[src/rtl/rv_wb_pkg.sv]
// Shared types and widths for the register-file write-side front end.
package rv_wb_pkg;

    localparam int unsigned XLEN   = 32;
    localparam int unsigned REG_AW = 5;

    // One pending register-file write: destination index plus result.
    typedef struct packed {
        logic [REG_AW-1:0] rd;
        logic [XLEN-1:0]   data;
    } wb_req_t;

endpackage

[src/rtl/wb_fifo.sv]
// Small FIFO of long-latency writeback requests.
// Pointers carry an extra wrap bit so full and empty are distinguishable
// without a separate occupancy counter.
module wb_fifo
    import rv_wb_pkg::*;
#(
    parameter int unsigned DEPTH = 2
) (
    input  logic    clk,
    input  logic    rst_n,
    input  logic    push_i,
    input  logic    pop_i,
    input  wb_req_t wdata_i,
    output wb_req_t rdata_o,
    output logic    full_o,
    output logic    empty_o
);

    localparam int unsigned AW = $clog2(DEPTH);
    localparam logic [AW:0] PTR_ONE = {{AW{1'b0}}, 1'b1};

    wb_req_t     mem_q [DEPTH];
    logic [AW:0] wr_ptr_q;
    logic [AW:0] wr_ptr_d;
    logic [AW:0] rd_ptr_q;
    logic [AW:0] rd_ptr_d;
    logic        full_s;
    logic        empty_s;
    logic        push_ok_s;
    logic        pop_ok_s;

    assign full_s  = (wr_ptr_q[AW] != rd_ptr_q[AW]) &&
                     (wr_ptr_q[AW-1:0] == rd_ptr_q[AW-1:0]);
    assign empty_s = (wr_ptr_q == rd_ptr_q);

    // Pointer advance; a write into a full FIFO is refused so no entry is lost.
    always_comb begin
        push_ok_s = push_i && !full_s;
        pop_ok_s  = pop_i && !empty_s;
        wr_ptr_d  = push_ok_s ? (wr_ptr_q + PTR_ONE) : wr_ptr_q;
        rd_ptr_d  = pop_ok_s  ? (rd_ptr_q + PTR_ONE) : rd_ptr_q;
    end

    // Pointer registers; reset drops every buffered entry.
    always_ff @(posedge clk or negedge rst_n) begin
        if (!rst_n) begin
            wr_ptr_q <= {(AW+1){1'b0}};
            rd_ptr_q <= {(AW+1){1'b0}};
        end else begin
            wr_ptr_q <= wr_ptr_d;
            rd_ptr_q <= rd_ptr_d;
        end
    end

    // Entry storage, cleared on reset so no stale result can ever be read out.
    always_ff @(posedge clk or negedge rst_n) begin
        if (!rst_n) begin
            for (int i = 0; i < int'(DEPTH); i++) begin
                mem_q[i] <= {($bits(wb_req_t)){1'b0}};
            end
        end else if (push_ok_s) begin
            mem_q[wr_ptr_q[AW-1:0]] <= wdata_i;
        end
    end

    assign rdata_o = mem_q[rd_ptr_q[AW-1:0]];
    assign full_o  = full_s;
    assign empty_o = empty_s;

endmodule

[src/rtl/reg_writeback_unit.sv]
// Register-file write-port owner: merges in-order pipeline writeback with
// buffered long-latency results and tracks outstanding destinations so decode
// can stall on RAW/WAW hazards.
// Optional build macro WB_BYPASS_EN: when the FIFO is empty and the pipeline
// leaves the port free, a long-latency result is written in its arrival cycle.
// XLEN must match rv_wb_pkg::XLEN (the buffered request type uses the package width).
module reg_writeback_unit
    import rv_wb_pkg::*;
#(
    parameter int unsigned DEPTH = 2,
    parameter int unsigned XLEN  = rv_wb_pkg::XLEN
) (
    input  logic            clk,
    input  logic            rst_n,
    input  logic            pipe_we,
    input  logic [4:0]      pipe_rd,
    input  logic [XLEN-1:0] pipe_data,
    input  logic            lat_valid,
    input  logic [4:0]      lat_rd,
    input  logic [XLEN-1:0] lat_data,
    output logic            lat_ready,
    input  logic            iss_valid,
    input  logic [4:0]      iss_rd,
    input  logic [4:0]      rs1,
    input  logic [4:0]      rs2,
    output logic            stall,
    output logic            rf_we,
    output logic [4:0]      rf_waddr,
    output logic [XLEN-1:0] rf_wdata,
    output logic [31:0]     pending
);

    logic            pipe_sel_s;
    logic            fifo_full_s;
    logic            fifo_empty_s;
    wb_req_t         head_s;
    wb_req_t         push_req_s;
    logic            lat_ready_s;
    logic            push_s;
    logic            pop_s;
    logic            bypass_s;
    logic            rf_we_s;
    logic [4:0]      rf_waddr_s;
    logic [XLEN-1:0] rf_wdata_s;
    logic [31:0]     clr_mask_s;
    logic [31:0]     set_mask_s;
    logic [31:0]     pending_q;
    logic [31:0]     pending_d;

    // A pipeline write to x0 is a no-op and leaves the port to the FIFO.
    assign pipe_sel_s  = pipe_we && (pipe_rd != 5'd0);

    // Ready depends only on registered occupancy, never on this cycle's pop.
    assign lat_ready_s = rst_n && !fifo_full_s;

    // Write-port arbitration: pipeline first, then FIFO head, then (optionally) bypass.
    always_comb begin
        rf_we_s    = 1'b0;
        rf_waddr_s = 5'd0;
        rf_wdata_s = {XLEN{1'b0}};
        pop_s      = 1'b0;
        bypass_s   = 1'b0;
        if (!rst_n) begin
            rf_we_s = 1'b0;
        end else if (pipe_sel_s) begin
            rf_we_s    = 1'b1;
            rf_waddr_s = pipe_rd;
            rf_wdata_s = pipe_data;
        end else if (!fifo_empty_s) begin
            rf_we_s    = 1'b1;
            rf_waddr_s = head_s.rd;
            rf_wdata_s = head_s.data;
            pop_s      = 1'b1;
`ifdef WB_BYPASS_EN
        end else if (lat_valid && (lat_rd != 5'd0)) begin
            rf_we_s    = 1'b1;
            rf_waddr_s = lat_rd;
            rf_wdata_s = lat_data;
            bypass_s   = 1'b1;
`endif
        end else begin
            rf_we_s = 1'b0;
        end
    end

    // Results for x0 are accepted but never buffered; bypassed results skip the FIFO.
    always_comb begin
        push_req_s.rd   = lat_rd;
        push_req_s.data = lat_data;
        push_s          = lat_valid && lat_ready_s && (lat_rd != 5'd0) && !bypass_s;
    end

    wb_fifo #(
        .DEPTH (DEPTH)
    ) u_fifo (
        .clk     (clk),
        .rst_n   (rst_n),
        .push_i  (push_s),
        .pop_i   (pop_s),
        .wdata_i (push_req_s),
        .rdata_o (head_s),
        .full_o  (fifo_full_s),
        .empty_o (fifo_empty_s)
    );

    // Scoreboard next state: clear on long-latency write, then set on issue so set wins.
    always_comb begin
        clr_mask_s = (pop_s || bypass_s) ? (32'd1 << rf_waddr_s) : 32'd0;
        set_mask_s = (iss_valid && (iss_rd != 5'd0)) ? (32'd1 << iss_rd) : 32'd0;
        pending_d  = ((pending_q & ~clr_mask_s) | set_mask_s) & 32'hFFFF_FFFE;
    end

    // Scoreboard register; reset forgets every outstanding result.
    always_ff @(posedge clk or negedge rst_n) begin
        if (!rst_n) begin
            pending_q <= 32'd0;
        end else begin
            pending_q <= pending_d;
        end
    end

    assign stall     = rst_n && (pending_q[rs1] || pending_q[rs2] ||
                                 (iss_valid && pending_q[iss_rd]));
    assign lat_ready = lat_ready_s;
    assign rf_we     = rf_we_s;
    assign rf_waddr  = rf_waddr_s;
    assign rf_wdata  = rf_wdata_s;
    assign pending   = pending_q;

endmodule

[config.mk]
export PLATFORM = sky130hd
export DESIGN_NAME = reg_writeback_unit
export DESIGN_NICKNAME = d
export VERILOG_FILES = /design/src/rtl/rv_wb_pkg.sv /design/src/rtl/wb_fifo.sv /design/src/rtl/reg_writeback_unit.sv
export SDC_FILE = /design/constraint.sdc
export NUM_CORES = 1
export LEC_CHECK = 0
export BUFFER_PORTS_ARGS = -buffer_cell sky130_fd_sc_hd__buf_2
export CAP_MARGIN = 0
export CORE_MARGIN = 2
export CORE_UTILIZATION = 45
export DETAILED_ROUTE_END_ITERATION = 10
export GPL_ROUTABILITY_DRIVEN = 0
export PLACE_DENSITY_LB_ADDON = 0.15
export SETUP_SLACK_MARGIN = 0.5
export SLEW_MARGIN = 20
export SYNTH_ARGS = -nofsm -noshare
export SYNTH_HDL_FRONTEND = slang
export SYNTH_HIERARCHICAL = 1
export SYNTH_SLANG_ARGS = --single-unit
[constraint.sdc]
create_clock -name clk -period 2.98 [get_ports clk]
set_input_delay 0.149 -clock clk [delete_from_list [all_inputs] [get_ports clk]]
set_output_delay 0.149 -clock clk [all_outputs]
set_load 0.02 [all_outputs]
==> flow_metrics.tcl <==
set metrics [dict create \
    status "finished clean" \
    start_kind "flip-flop" \
    grt_pass1_wl_um 26100 \
    drc_errors 0 \
    synthesis.area_um2 6360 \
    antenna_found_initial 0 \
    viasPerCell 5.85 \
    dp_hpwl_um 12000 \
    ir_drop_uv 494 \
    clk_pin_slew_ns 0.07 \
    synth_warnings 6 \
    power_leakage_nw 3.42 \
    die_area_um2 15100 \
    slowest_delay_ns 0.51 \
    reg2reg_to "u_fifo/mem_q[11]" \
    holdCritStartpoint "lat_data[20]" \
    ant_nets 0 \
    fin_worst_skew_ns 0.00653 \
    dieHeight_um 123 \
    rsz0062_at_grt "true" \
    critical_path_required_ns 2.83 \
    met3_length_um 1300 \
    vias 5028 \
    grt_pass1_vias 4967 \
    ios 166 \
    cp_max_fo 5 \
    total_power_mw 7.77 \
    drv_slew 0 \
    die_x_um 123 \
    timing.rr.start "u_fifo/rd_ptr_q[0]" \
    h-tree-depth 3 \
    worst_setup_path_end_kind "output port" \
    cts-root-buf "clkbuf_16" \
    power_density_nw_per_um2 1010 \
    fin_crit_ns 2.44 \
    min_path_cells 2 \
    reg2reg_slack_ns 0.66 \
    worstRegToRegCells 9 \
    setup-violations-final 0 \
    most-common-layout-cells "buf_2, mux2_2, dfrtp_1, a22o_1, nand2_1" \
    first_iter_violations 313 \
    port_buffers 164 \
    met2_length_um 7830 \
    holdPathEnd "u_fifo/mem_q[57]" \
    cts_buffers 9 \
    antenna_cells 0 \
    drt_wl_total_um 16600 \
    arrival_ns 2.29 \
    core_um2 13800 \
    core.rowCount 43 \
    ctsLongestPathBuffers 2 \
    met1_length_um 7060 \
    synthArstFlopShare_pct 100 \
    start_util_pct 46.0 \
    insertion_delay_ns 0.36 \
    wl_per_cell_um 19.4 \
    syn-mean-instance-area_um2 12.4 \
    syn_inst 513 \
    fin_tns_setup_ns 0 \
    dr.pass1.iters 5 \
    nNetsFinal 768 \
    synth-seq-area-share_pct 42.9 \
    max_freq_ghz 0.410 \
    finish.utilization_pct 55.8 \
    clock_sinks 109 \
    finalCritPeriodShare_pct 81.9 \
    cp_top_family "compound AO/OA/AOI/OAI gates" \
    min_path_type "in2reg" \
    yosysUniqueCellTypes 66 \
    ys_ff_latch 109 \
    ys.flop_type "dfrtp_1" \
    grt_max_degree 82 \
    grt_overflow 0 \
    crit_type "reg2out" \
    synth_edf_count 0 \
    syn-num-nets 607 \
    area_growth_pct 21.2 \
    cpMaxStageDelayCell "mux4_2" \
    timing.slew.headroom_pct 51.4 \
    path_cells "mux4_2 > a2111o_1 > o2111ai_1 > a41oi_1 > buf_2" \
    cts_tree "done" \
    mostFrequentLayoutCell "buf_2" \
    hold_violations 0 \
    crit_buf_inv 1 \
    highest-signal-layer "met4" \
    track_usage_pct 22.6 \
    drv_cap 0 \
    worst_slew_pin_slew_ns 0.723 \
    layout-drive-gt1-share_pct 52.4 \
]
[cell type report]
cell class	count	area, um2
inverter	6	22.5
sequential	109	2730
tap	180	225
fill	1194	6110
timing repair buffer	185	1010
clock buffer	10	229
multi-input combinational	363	3440
clock inverter	6	62.6
[where the power goes]
part	leakage, nW	switching, mW	internal, mW
Combinational	1.98	1.81	1.89
Clock	0.147	0.548	0.653
Sequential	1.29	0.672	2.20
Total	3.42	3.03	4.74
[registers in the layout (all words and copies together) (netlist names)]
name,cells
u_fifo/mem_q,74
pending,31
u_fifo/rd_ptr_q,2
u_fifo/wr_ptr_q,2
[through the flow]
stage               setup slack [ns]  cell area [um2]  hold WS (ns)  std cells
finish                         0.540             7720        0.0239        859
global route                   0.472             7720        0.0137        859
CTS                            0.530             7620        0.0119        851
detailed placement             0.531             7290         0.295        834
global placement               0.623             7290         0.280        834
floorplan                      0.516             6400        -0.147        513
[cell usage after synthesis (5+ instances only)]
| cell type | n | area, um2 |
|---|---|---|
| mux2_2 | 113 | 1270 |
| dfrtp_1 | 109 | 2730 |
| a22o_1 | 40 | 350 |
| nand2_1 | 31 | 116 |
| mux4_2 | 20 | 450 |
| nor2_1 | 18 | 67.6 |
| o41ai_1 | 17 | 149 |
| nand4_1 | 15 | 93.8 |
| clkbuf_1 | 10 | 37.5 |
| a21oi_1 | 9 | 45.0 |
| o21ai_0 | 9 | 45.0 |
| o31ai_1 | 9 | 67.6 |
| buf_6 | 8 | 90.1 |
| mux2i_1 | 8 | 80.1 |
| nand2b_1 | 8 | 50.1 |
| o2bb2ai_1 | 8 | 70.1 |
| buf_2 | 6 | 30.0 |
| inv_1 | 5 | 18.8 |
[layer usage]
metal,up-vias,global-route usage (%)
li1,2332,-
met1,2448,31.0
met2,217,35.4
met3,31,4.38
met4,0,9.41
met5,-,0
[cells by family after synthesis]
| kind of cell | after synthesis | synth area share, % |
|---|---|---|
| mux | 143 | 28.7 |
| compound gates | 115 | 15.2 |
| flops | 109 | 42.9 |
| simple gates | 101 | 8.45 |
| buf+inv | 41 | 4.25 |
| xor+xnor | 3 | 0.531 |
| other cells | 1 | 0.0589 |
[timing repair]
| item | in CTS | in global routing |
|---|---|---|
| endpoints found under the hold margin | 28 | 0 |
| setup buffers | 0 | 8 |
| setup endpoints to repair | 34 | 90 |
| pin swaps | 0 | 1 |
| resized for setup | 8 | 5 |
| hold buffers | 1 | 0 |
[how the worst max path moves through the flow]
stage                        from                to  depth (start not counted)
3_5_place_dp   u_fifo/rd_ptr_q[1]       pending[19]                          6
6_report               pending[7]             stall                          5
2_1_floorplan  u_fifo/rd_ptr_q[0]  u_fifo/mem_q[10]                         11
3_3_place_gp   u_fifo/rd_ptr_q[1]        pending[5]                          6
5_1_grt        u_fifo/rd_ptr_q[1]      rf_wdata[21]                          7
4_1_cts        u_fifo/rd_ptr_q[0]      rf_wdata[21]                          7
Note: power is estimated with default switching activity, not from simulation.
